--- config.mk ---
export PLATFORM = sky130hd
export DESIGN_NAME = zero_indices_gather
export DESIGN_NICKNAME = d
export VERILOG_FILES = /design/src/rtl/zero_indices_pkg.sv /design/src/rtl/zero_indices_onehot.sv /design/src/rtl/zero_indices_gather.sv
export SDC_FILE = /design/constraint.sdc
export NUM_CORES = 1
export LEC_CHECK = 0
export ABC_CLOCK_PERIOD_IN_PS = 3200
export CAP_MARGIN = 20
export CORE_AREA = 2 2 72 74
export DETAILED_ROUTE_END_ITERATION = 8
export DIE_AREA = 0 0 74 76
export PLACE_DENSITY = 0.78
export SLEW_MARGIN = 0
export SYNTH_ARGS = -nofsm -noshare
export SYNTH_HDL_FRONTEND = slang
export SYNTH_SLANG_ARGS = --single-unit
--- constraint.sdc ---
create_clock -name clk -period 3.2 [get_ports clk]
set_input_delay 0.64 -clock clk [delete_from_list [all_inputs] [get_ports clk]]
set_output_delay 0.64 -clock clk [all_outputs]
set_load 0.01 [all_outputs]
--- src/rtl/zero_indices_pkg.sv ---
// Shared types and width constants for the zero-index stream (producer and gather side).
package zero_indices_pkg;

  localparam int W_DEFAULT = 32;
  localparam int IDX_W     = $clog2(W_DEFAULT);
  localparam int CNT_W     = $clog2(W_DEFAULT + 1);

  typedef logic [W_DEFAULT-1:0] w_t;
  typedef logic [IDX_W-1:0]     idx_t;
  typedef logic [CNT_W-1:0]     cnt_t;

  typedef enum logic [1:0] {
    IDLE    = 2'd0,
    COLLECT = 2'd1,
    HOLD    = 2'd2
  } state_t;

endpackage

--- src/rtl/zero_indices_onehot.sv ---
// Combinational index -> one-hot decoder with an in-range flag.
// The flag is low for indices >= W when W is not a power of two.
module zero_indices_onehot #(
  parameter int W  = 32,
  parameter int IW = $clog2(W)
) (
  input  logic [IW-1:0] i_idx,
  output logic [W-1:0]  o_onehot,
  output logic          o_in_range
);

  generate
    for (genvar gi = 0; gi < W; gi++) begin : g_dec
      assign o_onehot[gi] = (i_idx == IW'(gi));
    end
  endgenerate

  assign o_in_range = (32'(i_idx) < 32'(W));

endmodule

--- src/rtl/zero_indices_gather.sv ---
// Rebuilds a W-bit vector (all ones, zeros at received indices) from an index stream.
// Optional macro ZERO_INDICES_GATHER_ORDER_CHK_EN flags non-ascending indices within a frame.
module zero_indices_gather
  import zero_indices_pkg::*;
#(
  parameter int W = W_DEFAULT
) (
  input  logic                   clk,
  input  logic                   rst,
  input  logic                   in_valid,
  input  logic [$clog2(W)-1:0]   in_index,
  input  logic                   in_none,
  input  logic                   in_last,
  output logic                   in_ready,
  output logic                   out_valid_r,
  output logic [W-1:0]           out_vector_r,
  output logic [$clog2(W+1)-1:0] out_count_r,
  output logic                   out_err_r,
  input  logic                   out_ready
);

  localparam int IW = $clog2(W);
  localparam int CW = $clog2(W + 1);

  state_t          r_state;
  logic            w_accept;
  logic            w_first;
  logic [W-1:0]    w_onehot;
  logic            w_in_range;
  logic [W-1:0]    w_base_vec;
  logic [CW-1:0]   w_base_cnt;
  logic            w_base_err;
  logic [W-1:0]    w_vec_next;
  logic [CW-1:0]   w_cnt_next;
  logic            w_err_next;

`ifdef ZERO_INDICES_GATHER_ORDER_CHK_EN
  logic [IW-1:0]   r_prev;
  logic            r_prev_vld;
`endif

  zero_indices_onehot #(.W(W), .IW(IW)) u_onehot (
    .i_idx      (in_index),
    .o_onehot   (w_onehot),
    .o_in_range (w_in_range)
  );

  assign in_ready = (r_state != HOLD);
  assign w_accept = in_valid && in_ready;
  assign w_first  = (r_state == IDLE);

  // A frame starts from a clean slate; later beats build on the held working state.
  assign w_base_vec = w_first ? '1 : out_vector_r;
  assign w_base_cnt = w_first ? '0 : out_count_r;
  assign w_base_err = w_first ? 1'b0 : out_err_r;

  always_comb begin
    w_vec_next = w_base_vec;
    w_cnt_next = w_base_cnt;
    w_err_next = w_base_err;
    if (in_none) begin
      // "No zeros" is only legal as the sole beat of a frame.
      if (!in_last || !w_first) w_err_next = 1'b1;
    end else if (!w_in_range) begin
      w_err_next = 1'b1;
    end else if ((w_base_vec & w_onehot) == '0) begin
      w_err_next = 1'b1;
    end else begin
      w_vec_next = w_base_vec & ~w_onehot;
      w_cnt_next = (w_base_cnt == CW'(W)) ? CW'(W) : w_base_cnt + CW'(1);
    end
`ifdef ZERO_INDICES_GATHER_ORDER_CHK_EN
    if (!in_none && !w_first && r_prev_vld && (in_index <= r_prev)) w_err_next = 1'b1;
`endif
  end

  always_ff @(posedge clk) begin
    if (rst) begin
      r_state      <= IDLE;
      out_valid_r  <= 1'b0;
      out_err_r    <= 1'b0;
      out_count_r  <= '0;
      out_vector_r <= '1;
    end else begin
      case (r_state)
        IDLE, COLLECT: begin
          if (w_accept) begin
            out_vector_r <= w_vec_next;
            out_count_r  <= w_cnt_next;
            out_err_r    <= w_err_next;
            out_valid_r  <= in_last;
            r_state      <= in_last ? HOLD : COLLECT;
          end
        end
        HOLD: begin
          if (out_ready) begin
            out_valid_r <= 1'b0;
            r_state     <= IDLE;
          end
        end
        default: r_state <= IDLE;
      endcase
    end
  end

`ifdef ZERO_INDICES_GATHER_ORDER_CHK_EN
  always_ff @(posedge clk) begin
    if (rst) begin
      r_prev     <= '0;
      r_prev_vld <= 1'b0;
    end else if (w_accept) begin
      if (w_first) r_prev_vld <= !in_none;
      else if (!in_none) r_prev_vld <= 1'b1;
      if (!in_none) r_prev <= in_index;
    end
  end
`endif

endmodule

==> flow_summary.ini, run 1 <==
[global_route]
gr-usage-all-layers_pct = 24.38
grt_pass1_wl_um = 10830
grt_overflow_total = 0
antenna_found_initial = 0
grt_pass1_vias = 2180
grt_max_degree = 33

[flow_run]
maxCapViolCount = 0

[yosys]
avgSynthCellArea_um2 = 8.220
synth_flop_cell = dfxtp_1
netlist.area_leader.share_pct = 35.52
ys_warn_count = 0
syn_area_um2 = 2367
synth_edf_count = 0
synthArstFlopShare_pct = 0
yosys-top-cells-area = dfxtp_1, nor2_1, a31oi_1
synth_fp_nets = 301
synth_cell_type_count = 54
syn_inst = 288
yosys.area.top_type = dfxtp_1
yosysSeqAreaShare_pct = 35.52
synth_seq_cells = 42

[layout]
nFillCells = 438
final_common_cell = nor2_1
final_area_um2 = 3142
ff_latch_area_um2 = 840.8
multi_input_area_um2 = 1380
finalNonFillerCells = 410
final_nets = 352
drive_above_1_share_pct = 10.29
area_growth_pct = 32.72
diodes = 0
final_cell_mix = nor2_1, clkdlybuf4s50_1, dfxtp_1
final_util_pct = 63.96

[worst_hold_path]
hold_path_class = reg -> reg

[setup_path]
rr_endpoint = out_vector_r[26]
startpoint = in_index[0]
crit_required_ns = 3.43
arrival_ns = 3.11
timing.rr.start = r_state[1]
r2r_slack_ns = 0.62
crit_end = out_vector_r[26]
path_max_fanout = 19
path_class = in -> reg
critPathLaunchType = input port
endpoint_kind = flip-flop
ff2ff_path_depth = 8

[outcome]
status = complete, no violations

[die]
io_pins = 52
start_util_pct = 48.19
row_count = 26
die_h_um = 76
die-area_um2 = 5624
core_area_um2 = 4912
fp.dieW_um = 74

[routing]
avgViaCountPerCell = 5.820
final_antenna_net_count = 0
firstDrtPassIters = 4
drcViolationCount = 0
wl_per_cell_um = 16.40
num_vias = 2386
wl_um = 6725
drtIter0Drc = 136

[sta]
finalSetupTns_ns = 0
finalHoldViolCount = 0
finClkSkew_ns = 0.004237
fin_hold_ws_ns = 0.5039
worstMarginPinSlew_ns = 0.6054
fmax_mhz = 347.3
fin_ws_ns = 0.3210
setup_viol = 0
slew_viol_final = 0
finalCriticalPeriod_ns = 2.879
rsz0062_at_grt = false
relSlewSlack_pct = 59.51
fin_crit_sh_pct = 89.97

[clocking]
htreeDepth = 2
cts-hold-fix-buffers = 0
cts-root-buf = clkbuf_8
clk_pin_slew_worst_paths_ns = 0.09
numClockSinks = 42
post_cts_buffers = 0
cts_buffers = 5
cts_resized = 0
max-clock-path-buffers = 2
insertion_delay_ns = 0.30
cts_tree = done

[placement]
place_area_um2 = 3004
dp.final_hpwl_um = 4845
port_buffers = 51
gp_congestion = 0.9523
dp_slack_ns = 0.008062
dp_cells = 402

[pwr]
leakage_nw = 1.115
p_total_mw = 1.278
ir_drop_uv = 216.1
power-per-cell-area_nw_per_um2 = 406.8
state kept, by name, indices dropped and copies added (netlist names):
| signal | flops |
|---|---|
| out_valid_r | 1 |
| out_err_r | 1 |
| out_vector_r | 32 |
| out_count_r | 6 |
| r_state | 2 |
cell usage after synthesis (all sizes together) (4+ instances only):
master   instances
dfxtp           42
buf             14
nor4             9
nor2b            4
clkbuf           8
nor2            54
o211ai           4
nand2b           8
or2              5
nand2           16
a211oi           9
mux2i           11
a31oi           26
a21oi           20
inv              6
nand3b           7
a2111oi          5
how the worst min path moves through the flow:
stage / cells past startpoint / from / to / slack [ns]
2_1_floorplan: 1 / r_state[1] / r_state[0] / 0.47
3_3_place_gp: 2 / out_count_r[5] / out_count_r[5] / 0.48
3_5_place_dp: 2 / out_vector_r[24] / out_vector_r[24] / 0.49
4_1_cts: 2 / out_vector_r[24] / out_vector_r[24] / 0.50
5_1_grt: 2 / out_vector_r[10] / out_vector_r[10] / 0.53
6_report: 2 / out_valid_r / out_valid_r / 0.50
kinds of logic (layout without fill, tap and decap cells):
kind of cell               after synthesis  count (layout)  share of synthesized area, %
AOI/OAI and AO/OA                       82              82                         25.11
xor gates and xnor gates                 1               1                        0.3700
adders and majority gates                2               2                         1.057
buffers and inverters                   28              80                         6.184
DFF                                     42              42                         35.52
muxes                                   12              12                         5.127
and+or+nand+nor                        121             121                         26.64
worst max-delay path, stage by stage:
cell and delay (ns):
clkdlybuf4s50_1 0.50, buf_12 0.16, mux2_1 0.36, a211oi_1 0.33, o311ai_2 0.18, nor3_4 0.46, nand2_4 0.14, buf_12 0.18
a31oi_1 0.14
layout make-up:
| class | instances | area share, % |
|---|---|---|
| clock buffer | 5 | 2.190 |
| clock inverter | 3 | 2.190 |
| inverter | 6 | 0.7168 |
| multi-input combinational | 218 | 43.93 |
| sequential | 42 | 26.76 |
| tap | 70 | 2.788 |
| timing repair buffer | 66 | 21.43 |
report_power, final:
part           internal, mW  switching (mW)
clock                 0.313           0.196
combinational        0.0969           0.136
sequential            0.529         0.00683
total                 0.939           0.339
layer usage:
layer	GRT usage, %	up-vias	share of wire, %
met5	0	-	0
met4	9.818	0	2.7
met3	3.968	16	5.8
met2	37.32	87	48
met1	33.83	1122	44
li1	-	1161	-
Note: power is estimated with default switching activity, not from simulation.
==> run 2, diff against run 1 <==
--- a/config.mk
+++ b/config.mk
@@ -11,6 +11,7 @@
 export DETAILED_ROUTE_END_ITERATION = 8
 export DIE_AREA = 0 0 74 76
 export PLACE_DENSITY = 0.78
+export SKIP_CTS_REPAIR_TIMING = 1
 export SLEW_MARGIN = 0
 export SYNTH_ARGS = -nofsm -noshare
 export SYNTH_HDL_FRONTEND = slang
==> results of run 2 <==
Same layout as run 1: the final DEF is identical, and so are final timing and power.
